`config.mk`:
```
export PLATFORM = sky130hd
export DESIGN_NAME = hit_injector_rl_flat
export DESIGN_NICKNAME = d
export VERILOG_FILES = /design/src/rtl/hit_injector_rl_if.sv /design/src/rtl/hit_injector_rl.sv /design/src/flat_wrapper.sv
export SDC_FILE = /design/constraint.sdc
export NUM_CORES = 1
export LEC_CHECK = 0
export ABC_AREA = 1
export CAP_MARGIN = 10
export CORE_MARGIN = 4
export CORE_UTILIZATION = 45
export DETAILED_ROUTE_END_ITERATION = 10
export GPL_ROUTABILITY_DRIVEN = 0
export GPL_TIMING_DRIVEN = 1
export PLACE_DENSITY_LB_ADDON = 0.25
export REMOVE_ABC_BUFFERS = 1
export SETUP_SLACK_MARGIN = 0.15
export SLEW_MARGIN = 10
export SYNTH_ARGS = -nofsm -noshare
export SYNTH_HDL_FRONTEND = slang
export SYNTH_SLANG_ARGS = --single-unit
```
`constraint.sdc`:
```
create_clock -name clk -period 8.79 [get_ports clk]
set_clock_uncertainty 0.15 [all_clocks]
set_input_delay 1.3185 -clock clk [delete_from_list [all_inputs] [get_ports clk]]
set_output_delay 1.3185 -clock clk [all_outputs]
set_load 0.005 [all_outputs]
```
`src/rtl/hit_injector_rl_if.sv`:
```
// ---------------------------------------------------------------------------
// hit_injector_rl_if : slow-control config in, synthetic layer hits and status out
// Rev 1.0
// ---------------------------------------------------------------------------
`default_nettype none

interface hit_injector_rl_if;
  logic        start;
  logic        abort;
  logic        mode;
  logic [5:0]  layer_mask;
  logic [17:0] layer_delay;
  logic [2:0]  hold;
  logic [3:0]  n_pulse;
  logic [3:0]  gap;
  logic [2:0]  ly0;
  logic [1:0]  ly1;
  logic        ly2;
  logic [1:0]  ly3;
  logic [2:0]  ly4;
  logic [2:0]  ly5;
  logic        busy;
  logic        done;
  logic [2:0]  exp_hits;
  logic [1:0]  exp_q;

  modport master (
    output start, abort, mode, layer_mask, layer_delay, hold, n_pulse, gap,
    input  ly0, ly1, ly2, ly3, ly4, ly5, busy, done, exp_hits, exp_q
  );

  modport slave (
    input  start, abort, mode, layer_mask, layer_delay, hold, n_pulse, gap,
    output ly0, ly1, ly2, ly3, ly4, ly5, busy, done, exp_hits, exp_q
  );
endinterface

`default_nettype wire

```
`src/rtl/hit_injector_rl.sv`:
```
// ---------------------------------------------------------------------------
// hit_injector_rl : test-pattern transmitter emulating a muon crossing six layers
// Rev 1.0
// ---------------------------------------------------------------------------
`default_nettype none

module hit_injector_rl (
  input  logic             clk,
  input  logic             rst_n,
  hit_injector_rl_if.slave bus
);

  typedef enum logic [1:0] {
    S_IDLE = 2'd0,
    S_RUN  = 2'd1,
    S_GAP  = 2'd2,
    S_DONE = 2'd3
  } state_t;

  state_t      r_state;
  logic        r_mode;
  logic [5:0]  r_mask;
  logic [17:0] r_delay;
  logic [2:0]  r_hold;
  logic [3:0]  r_npulse;
  logic [3:0]  r_gap;
  logic [3:0]  r_cnt;
  logic [3:0]  r_pc;
  logic [3:0]  r_gcnt;
  logic [13:0] r_ly;
  logic        r_busy;
  logic        r_done;
  logic [2:0]  r_exp_hits;
  logic [1:0]  r_exp_q;

  function automatic logic [5:0] f_hits(input logic [5:0] m, input logic [17:0] d,
                                        input logic [2:0] h, input logic [3:0] c);
    logic [4:0] lo;
    logic [4:0] hi;
    logic [5:0] v;
    v = '0;
    for (int i = 0; i < 6; i++) begin
      lo   = {2'b00, d[3*i +: 3]};
      hi   = lo + {2'b00, h};
      v[i] = m[i] && ({1'b0, c} >= lo) && ({1'b0, c} <= hi);
    end
    return v;
  endfunction

  // Burst length is set by the latest enabled layer; at most 7+7 = 14
  function automatic logic [3:0] f_end(input logic [5:0] m, input logic [17:0] d,
                                       input logic [2:0] h);
    logic [2:0] mx;
    mx = '0;
    for (int i = 0; i < 6; i++) begin
      if (m[i] && (d[3*i +: 3] > mx)) mx = d[3*i +: 3];
    end
    return {1'b0, mx} + {1'b0, h};
  endfunction

  // Packed as {ly0, ly1, ly2, ly3, ly4, ly5}
  function automatic logic [13:0] f_map(input logic md, input logic [5:0] v);
    logic [2:0] l0;
    logic [1:0] l1;
    logic       l2;
    logic [1:0] l3;
    logic [2:0] l4;
    logic [2:0] l5;
    l0 = '0; l1 = '0; l3 = '0; l4 = '0; l5 = '0;
    l2 = v[2];
    if (md) begin
      l0[2] = v[0]; l1[1] = v[1]; l3[0] = v[3]; l4[0] = v[4]; l5[0] = v[5];
    end else begin
      l0[0] = v[0]; l1[0] = v[1]; l3[1] = v[3]; l4[2] = v[4]; l5[2] = v[5];
    end
    return {l0, l1, l2, l3, l4, l5};
  endfunction

  logic [3:0]  w_end;
  logic [3:0]  w_cnt_inc;
  logic [13:0] w_launch_ly;
  logic [13:0] w_restart_ly;
  logic [13:0] w_step_ly;
  logic [2:0]  w_pop;
  logic [2:0]  w_pop_m3;
  logic [1:0]  w_q;

  always_comb begin
    w_pop = '0;
    for (int i = 0; i < 6; i++) w_pop = w_pop + {2'b00, bus.layer_mask[i]};
  end

  assign w_pop_m3     = w_pop - 3'd3;
  assign w_q          = (w_pop >= 3'd3) ? w_pop_m3[1:0] : 2'b00;
  assign w_end        = f_end(r_mask, r_delay, r_hold);
  assign w_cnt_inc    = r_cnt + 4'd1;
  assign w_launch_ly  = f_map(bus.mode, f_hits(bus.layer_mask, bus.layer_delay, bus.hold, 4'd0));
  assign w_restart_ly = f_map(r_mode, f_hits(r_mask, r_delay, r_hold, 4'd0));
  assign w_step_ly    = f_map(r_mode, f_hits(r_mask, r_delay, r_hold, w_cnt_inc));

  // Hit registers hold the value for the cnt being loaded on this edge
  always_ff @(posedge clk or negedge rst_n) begin
    if (!rst_n) begin
      r_state    <= S_IDLE;
      r_mode     <= 1'b0;
      r_mask     <= '0;
      r_delay    <= '0;
      r_hold     <= '0;
      r_npulse   <= '0;
      r_gap      <= '0;
      r_cnt      <= '0;
      r_pc       <= '0;
      r_gcnt     <= '0;
      r_ly       <= '0;
      r_busy     <= 1'b0;
      r_done     <= 1'b0;
      r_exp_hits <= '0;
      r_exp_q    <= '0;
    end else begin
      r_done <= 1'b0;
      r_ly   <= '0;
      if (bus.abort) begin
        r_state <= S_IDLE;
        r_busy  <= 1'b0;
      end else begin
        case (r_state)
          S_IDLE: begin
            if (bus.start) begin
              r_mode     <= bus.mode;
              r_mask     <= bus.layer_mask;
              r_delay    <= bus.layer_delay;
              r_hold     <= bus.hold;
              r_npulse   <= bus.n_pulse;
              r_gap      <= bus.gap;
              r_exp_hits <= w_pop;
              r_exp_q    <= w_q;
              r_pc       <= '0;
              r_cnt      <= '0;
              if (bus.layer_mask == 6'd0) begin
                r_state <= S_DONE;
                r_done  <= 1'b1;
              end else begin
                r_state <= S_RUN;
                r_busy  <= 1'b1;
                r_ly    <= w_launch_ly;
              end
            end
          end
          S_RUN: begin
            if (r_cnt == w_end) begin
              if (r_pc == r_npulse) begin
                r_state <= S_DONE;
                r_busy  <= 1'b0;
                r_done  <= 1'b1;
              end else if (r_gap == 4'd0) begin
                r_cnt <= '0;
                r_pc  <= r_pc + 4'd1;
                r_ly  <= w_restart_ly;
              end else begin
                r_state <= S_GAP;
                r_gcnt  <= 4'd1;
              end
            end else begin
              r_cnt <= w_cnt_inc;
              r_ly  <= w_step_ly;
            end
          end
          S_GAP: begin
            if (r_gcnt == r_gap) begin
              r_state <= S_RUN;
              r_cnt   <= '0;
              r_pc    <= r_pc + 4'd1;
              r_ly    <= w_restart_ly;
            end else begin
              r_gcnt <= r_gcnt + 4'd1;
            end
          end
          default: begin
            r_state <= S_IDLE;
          end
        endcase
      end
    end
  end

  assign bus.ly0      = r_ly[13:11];
  assign bus.ly1      = r_ly[10:9];
  assign bus.ly2      = r_ly[8];
  assign bus.ly3      = r_ly[7:6];
  assign bus.ly4      = r_ly[5:3];
  assign bus.ly5      = r_ly[2:0];
  assign bus.busy     = r_busy;
  assign bus.done     = r_done;
  assign bus.exp_hits = r_exp_hits;
  assign bus.exp_q    = r_exp_q;

endmodule

`default_nettype wire

```
`src/flat_wrapper.sv`:
```
// flat-port wrapper written by rule: the top's interface ports become plain ports
module hit_injector_rl_flat 
  (clk, rst_n, bus_start, bus_abort, bus_mode, bus_layer_mask, bus_layer_delay, bus_hold, bus_n_pulse, bus_gap, bus_ly0, bus_ly1, bus_ly2, bus_ly3, bus_ly4, bus_ly5, bus_busy, bus_done, bus_exp_hits, bus_exp_q);
  hit_injector_rl_if bus_i ();
  input  logic clk;
  input  logic rst_n;
  input wire logic [$bits(bus_i.start)-1:0] bus_start;
  input wire logic [$bits(bus_i.abort)-1:0] bus_abort;
  input wire logic [$bits(bus_i.mode)-1:0] bus_mode;
  input wire logic [$bits(bus_i.layer_mask)-1:0] bus_layer_mask;
  input wire logic [$bits(bus_i.layer_delay)-1:0] bus_layer_delay;
  input wire logic [$bits(bus_i.hold)-1:0] bus_hold;
  input wire logic [$bits(bus_i.n_pulse)-1:0] bus_n_pulse;
  input wire logic [$bits(bus_i.gap)-1:0] bus_gap;
  output wire logic [$bits(bus_i.ly0)-1:0] bus_ly0;
  output wire logic [$bits(bus_i.ly1)-1:0] bus_ly1;
  output wire logic [$bits(bus_i.ly2)-1:0] bus_ly2;
  output wire logic [$bits(bus_i.ly3)-1:0] bus_ly3;
  output wire logic [$bits(bus_i.ly4)-1:0] bus_ly4;
  output wire logic [$bits(bus_i.ly5)-1:0] bus_ly5;
  output wire logic [$bits(bus_i.busy)-1:0] bus_busy;
  output wire logic [$bits(bus_i.done)-1:0] bus_done;
  output wire logic [$bits(bus_i.exp_hits)-1:0] bus_exp_hits;
  output wire logic [$bits(bus_i.exp_q)-1:0] bus_exp_q;
  assign bus_i.start = bus_start;
  assign bus_i.abort = bus_abort;
  assign bus_i.mode = bus_mode;
  assign bus_i.layer_mask = bus_layer_mask;
  assign bus_i.layer_delay = bus_layer_delay;
  assign bus_i.hold = bus_hold;
  assign bus_i.n_pulse = bus_n_pulse;
  assign bus_i.gap = bus_gap;
  assign bus_ly0 = bus_i.ly0;
  assign bus_ly1 = bus_i.ly1;
  assign bus_ly2 = bus_i.ly2;
  assign bus_ly3 = bus_i.ly3;
  assign bus_ly4 = bus_i.ly4;
  assign bus_ly5 = bus_i.ly5;
  assign bus_busy = bus_i.busy;
  assign bus_done = bus_i.done;
  assign bus_exp_hits = bus_i.exp_hits;
  assign bus_exp_q = bus_i.exp_q;
  hit_injector_rl u_core (.clk(clk), .rst_n(rst_n), .bus(bus_i));
endmodule
```
==> results.cfg, run 1 <==
[yosys]
synth-seq-cells = 68
synthArstFlopShare_pct = 100
yosysUniqueCellTypes = 46
syn_area_um2 = 5440
avgSynthCellArea_um2 = 8.16
netlist.top_cell.by_area = dfrtp_1
synthTopCellsByCount = nand2_1 (144), inv_1 (88), ha_1 (84)
yosys_warnings = 0
synth-main-ff-cell = dfrtp_1
synth_area_leaders = dfrtp_1 (31%), ha_1 (19%), nand2_1 (9.9%), inv_1 (6.1%), o21ai_0 (5.2%)
yosysSeqAreaShare_pct = 31.3
yosysMostFrequentCell = nand2_1
yosys.area.top_type_share_pct = 31.3
synth_edf_count = 0
netlist_instances = 667

[timing]
hold_viol = 0
worst_pin_slew_ns = 0.879
slew_headroom_pct = 41.4
fin_tns_setup_ns = 0
rsz0062_at_grt = no
fin_crit_sh_pct = 89.4
fmax_mhz = 127
setup_viol = 0
finalCriticalPeriod_ns = 7.86
slew_viol_final = 0

[critical_path]
slowest_stage = fa_1
cp_max_fo = 6
crit_arrival_ns = 7.88
end_kind = flip-flop
cp-start-kind = flip-flop
worstPathRequired_ns = 8.81
cpPeakStageDelay_ns = 0.53
critPathKind = flip-flop to flip-flop
rr_startpoint = u_core.r_mask[0]
cp_common_cell = nand2_1
critPathLaunch = u_core.r_mask[0]

[place]
hpwl_mm = 11.2
dpl_cell_area_um2 = 6160
port_buffers = 57

[die]
rows = 39
start_util_pct = 46.9
fp.coreArea_um2 = 11600
fp.dieArea_um2 = 13900
die_h_um = 118
ioPinCount = 61
die_w_um = 118

[global_route]
grt_max_degree = 69
grt_pass1_wl_mm = 24.7
grt_overflow = 0
grt_pass1_vias = 5076
grt_use_total_pct = 22.1
antenna_found_initial = 0

[finish]
drive_gt1_share_pct = 4.78
design_area_um2 = 6440
nFillCells = 1087
antenna_cells_inserted = 0
fin_nets = 862
area_growth_pct = 18.4

[clock_tree]
cts_max_level = 3
cts_buffers = 9
clk_latency_ns = 0.34
path_clk_slew_ns = 0.06
clockRootBuffer = clkbuf_16
cts_tree = yes
cts_hold_buffers = 0
cts.sinks = 68
clk_path_buf_depth = 2

[power]
leakage_nw = 3.21
ir_drop_v = 0.000210
powerDensity_nw_per_um2 = 427

[route]
drc = 0
drtPass1Iterations = 5
via_count = 4899
routedWlPerCell_um = 16.9
drtIter0Drc = 288
vias_per_cell = 5.60
drt.antenna.violating_nets = 0
totalWireLength_mm = 14.8

[worst_hold_path]
hold_class = flip-flop to flip-flop
min_from = u_core.r_npulse[0]

[outcome]
status = finished clean

[flow_run]
drv_cap = 0
==> timing repair <==
item                                   4_1_cts  5_1_grt
endpoints found under the hold margin        0        0
resized for setup                            0        1
setup endpoints to repair                    0        1
setup buffers                                0        0
==> state kept, by name (all words and copies together) (netlist names) <==
register             count
u_core.bus.busy          1
u_core.bus.done          1
u_core.bus.exp_hits      3
u_core.bus.exp_q         2
u_core.r_cnt             4
u_core.r_delay          18
u_core.r_gap             4
u_core.r_gcnt            4
u_core.r_hold            3
u_core.r_ly             11
u_core.r_mask            6
u_core.r_mode            1
u_core.r_npulse          4
u_core.r_pc              4
u_core.r_state           2
==> where the power goes <==
| group | leakage (nW) | switching (mW) | internal (mW) |
|---|---|---|---|
| Clock | 0.142 | 0.136 | 0.217 |
| Combinational | 2.19 | 1.09 | 0.724 |
| Sequential | 0.876 | 0.155 | 0.431 |
| Total | 3.21 | 1.38 | 1.37 |
==> placed cells by master (no fill, tap or decap), drive strengths merged <==
master,count
bufinv,1
o21a,2
dfrtp,68
nand4,7
fa,10
o32ai,1
a21o,3
conb,3
xnor2,11
nand3,46
clkbuf,10
and3,1
o21ai,58
inv,90
a32oi,3
o211ai,5
xor2,9
ha,84
or2,3
and2,2
nor2,35
nor4,6
o2111ai,1
a21oi,30
nor3,5
o22ai,12
nand2,145
a21boi,6
clkdlybuf4s50,56
o31ai,3
clkinv,5
o211a,1
a211oi,7
buf,3
==> final timing paths <==
kind	slack, ns	end	depth (start not counted)
worst max register to register	0.93	u_core.r_cnt[0]	45
min in group asynchronous	1.04	u_core.r_gap[2]	2
worst min-delay path	0.34	u_core.r_npulse[0]	2
max in group asynchronous	6.88	u_core.r_delay[14]	2
worst max-delay path	0.93	u_core.r_cnt[0]	45
worst min register to register	0.34	u_core.r_npulse[0]	2
==> logic make-up after synthesis <==
family	share of synthesized area, %
AO/OA/AOI/OAI	14.4
XOR/XNOR	3.22
adder cells (fa/ha/maj)	23.0
buffers and inverters	7.24
flip-flops	31.3
other	0.0689
AND/OR/NAND/NOR	20.8
==> metrics by stage <==
stage | std cells | worst slack [ns] | util [%] | hold WS (ns) | total power, mW
3_3_place_gp | 860 | 1.55 | 53.0 | 0.317 | 2.24
2_1_floorplan | 658 | 1.99 | - | 0.311 | 1.88
5_1_grt | 875 | 0.229 | 55.5 | 0.382 | 3.06
6_report | 875 | 0.929 | 55.5 | 0.340 | 2.75
4_1_cts | 875 | 1.03 | 55.5 | 0.347 | 2.74
3_5_place_dp | 860 | 1.09 | 53.0 | 0.332 | 2.37
==> layout make-up <==
cell class | instances | area [µm²] | share of cell area, %
clock inverter | 5 | 53.8 | 0.835
timing repair buffer | 59 | 581 | 9.01
clock buffer | 10 | 229 | 3.55
inverter | 91 | 342 | 5.30
multi-input combinational | 499 | 3360 | 52.1
sequential | 68 | 1700 | 26.4
tap | 143 | 179 | 2.78
==> worst max-delay path: cells and delay by family (launching register included) <==
family                     cells  cell delay (ns)
and+or+nand+nor               23             2.83
adders and majority gates      7             2.23
AOI/OAI and AO/OA             12             1.83
DFF                            1             0.42
buffers and inverters          3             0.24
==> routing by layer <==
metal	part of all wire, %	wire length (µm)	global-route usage, %
met1	43	6300	26.4
met2	47	7010	37.7
met3	6.1	898	5.24
met4	3.8	568	9.96
met5	0	0	0
No activity file was read; power rests on OpenSTA's default activity.
==> run 2: changes to the inputs <==
--- a/config.mk
+++ b/config.mk
@@ -7,13 +7,15 @@
 export LEC_CHECK = 0
 export ABC_AREA = 1
 export CAP_MARGIN = 10
+export CELL_PAD_IN_SITES_DETAIL_PLACEMENT = 0
+export CELL_PAD_IN_SITES_GLOBAL_PLACEMENT = 2
 export CORE_MARGIN = 4
-export CORE_UTILIZATION = 45
+export CORE_UTILIZATION = 34
 export DETAILED_ROUTE_END_ITERATION = 10
 export GPL_ROUTABILITY_DRIVEN = 0
 export GPL_TIMING_DRIVEN = 1
 export PLACE_DENSITY_LB_ADDON = 0.25
-export REMOVE_ABC_BUFFERS = 1
+export RECOVER_POWER = 25
 export SETUP_SLACK_MARGIN = 0.15
 export SLEW_MARGIN = 10
 export SYNTH_ARGS = -nofsm -noshare
==> run 2 against run 1 <==
Cell count grew 8.0%. Sequential cell count is the same. Hold slack lost 0.0034 ns. The run now ends with capacitance limit, slew limit left. Via count fell by 3.7%. Largest power group unchanged. Sequential power up 2%. Critical endpoint is now u_core.r_pc[3]. Die area up 30%. Non-clock buffer count increased by 1. Combinational power barely moved. Count of clock-buffer cells in the layout increased by 1.
==> results.cfg, run 2 (synthesis gave the netlist of run 1 again) <==
[timing]
slew_headroom_pct = -159
hold_viol = 0
worst_pin_slew_ns = 3.88
fin_crit_sh_pct = 86.4
setup_viol = 0
fmax_mhz = 132
rsz0062_at_grt = no
fin_tns_setup_ns = 0
slew_viol_final = 69
finalCriticalPeriod_ns = 7.59

[clock_tree]
cts_hold_buffers = 0
cts.sinks = 68
cts_tree = yes
path_clk_slew_ns = 0.06
cts_max_level = 3
post-cts-setup-buffers = 0
clk_path_buf_depth = 2
cts_buffers = 9
clk_latency_ns = 0.35
cts_resized = 0
clockRootBuffer = clkbuf_16

[finish]
largestRegisters = u_core.r_delay x18, u_core.r_ly x11, u_core.r_mask x6
nFillCells = 1601
area_growth_pct = 20.3
fin_util_pct = 42.4
fin_nets = 863
regMostFlops = u_core.r_delay
largest_reg_flops = 18
drive_gt1_share_pct = 4.77
most-common-layout-cells = nand2_1 (144), inv_1 (88), ha_1 (84)
antenna_cells_inserted = 0
final_common_cell = nand2_1

[flow_run]
drv_cap = 1

[route]
drtIter0Drc = 292
drtPass1Iterations = 5
totalWireLength_mm = 16.0
drt.antenna.violating_nets = 0
drc = 0
routedWlPerCell_um = 16.9
via_count = 4717
vias_per_cell = 4.99

[critical_path]
cp_max_fo = 9
reg2reg_depth = 46
critPathLaunch = u_core.r_mask[0]
r2r_slack_ns = 1.20
rr_startpoint = u_core.r_mask[0]
critPathKind = flip-flop to flip-flop
r2r-end = u_core.r_pc[3]
cp-start-kind = flip-flop
cpPeakStageDelay_ns = 0.50
slowest_stage = fa_1
end_kind = flip-flop
crit_arrival_ns = 7.68
cp_common_cell = nand2_1
worstPathRequired_ns = 8.88

[worst_hold_path]
hold_path_end = u_core.r_npulse[2]
whs_path_depth = 2
min_from = u_core.r_npulse[2]
hold_class = flip-flop to flip-flop

[global_route]
grt_pass1_vias = 4789
grt_pass1_wl_mm = 26.0
grt_overflow = 0
grt_max_degree = 69
antenna_found_initial = 0
grt_use_total_pct = 18.5

[power]
leakage_nw = 3.20
pwr-share-comb_pct = 64.9
seq_power_share_pct = 21.7
p_int_mw = 1.37
swShare_pct = 50.2
clockPowerShare_pct = 13.4
ir_drop_v = 0.000151
powerDensity_nw_per_um2 = 419
p_sw_mw = 1.38

[die]
start_util_pct = 35.3
ioPinCount = 61
fp.dieArea_um2 = 18100
fp.coreArea_um2 = 15400
die_w_um = 135
die_h_um = 135
rows = 45

[place]
hpwl_mm = 12.3
port_buffers = 57

[outcome]
status = complete, but fails checks
violations = capacitance limit, slew limit
==> run 2: cell count changes in the layout (fill, tap and decap cells not counted), sizes merged <==
cell	before	now
clkinvlp	0	2
clkinv	5	3
clkbuf	10	12
==> run 2: metrics by stage <==
| step | setup WS, ns | instance area [µm²] | total power, mW | hold WS (ns) | instances |
|---|---|---|---|---|---|
| after global placement | 1.42 | 6250 | 2.31 | 0.323 | 929 |
| after CTS | 0.982 | 6550 | 2.76 | 0.346 | 945 |
| final | 1.20 | 6550 | 2.74 | 0.337 | 945 |
| after global routing | 0.180 | 6550 | 3.08 | 0.387 | 945 |
| after detailed placement | 0.993 | 6250 | 2.38 | 0.330 | 929 |
| after floorplan | 1.99 | 5450 | 1.88 | 0.311 | 669 |
==> run 2: layer usage <==
layer,wire [µm],GRT usage [%]
met1,7460,24.7
met3,689,4.17
met5,0,0
met4,261,4.69
met2,7570,30.6
==> run 2: area by class of cell <==
class                           instances  area (µm²)  share of cell area [%]
Sequential cell                        68        1700                    26.0
Inverter                               91         342                    5.22
Tap cell                              211         264                    4.03
Clock buffer                           11         233                    3.56
Multi-Input combinational cell        499        3360                    51.3
Clock inverter                          5        62.6                   0.956
Timing Repair Buffer                   60         584                    8.93
==> run 2: power by group through the flow <==
| stage | sequential (mW) | clock (mW) | combinational (mW) |
|---|---|---|---|
| 6_report | 0.596 | 0.368 | 1.78 |
| 5_1_grt | 0.617 | 0.393 | 2.07 |
| 4_1_cts | 0.599 | 0.378 | 1.79 |
| 3_5_place_dp | 0.604 | 0 | 1.78 |
| 3_3_place_gp | 0.602 | 0 | 1.71 |
| 2_1_floorplan | 0.538 | 0 | 1.34 |
==> run 2: worst max-delay path: cells and delay by family (launching register included) <==
kind | cells | cell delay [ns]
AND/OR/NAND/NOR | 24 | 2.67
adder cells (fa/ha/maj) | 7 | 2.22
AO/OA/AOI/OAI | 11 | 1.62
flip-flops | 1 | 0.43
buffers and inverters | 4 | 0.39
==> run 2: worst max-delay path by stage <==
| stage | end | slack (ns) | cells after the start |
|---|---|---|---|
| floorplan | u_core.r_gcnt[3] | 1.99 | 45 |
| global placement | u_core.r_cnt[0] | 1.42 | 45 |
| detailed placement | u_core.r_cnt[0] | 0.99 | 45 |
| CTS | u_core.r_cnt[0] | 0.98 | 45 |
| global route | u_core.r_cnt[0] | 0.18 | 46 |
| finish | u_core.r_pc[3] | 1.20 | 46 |
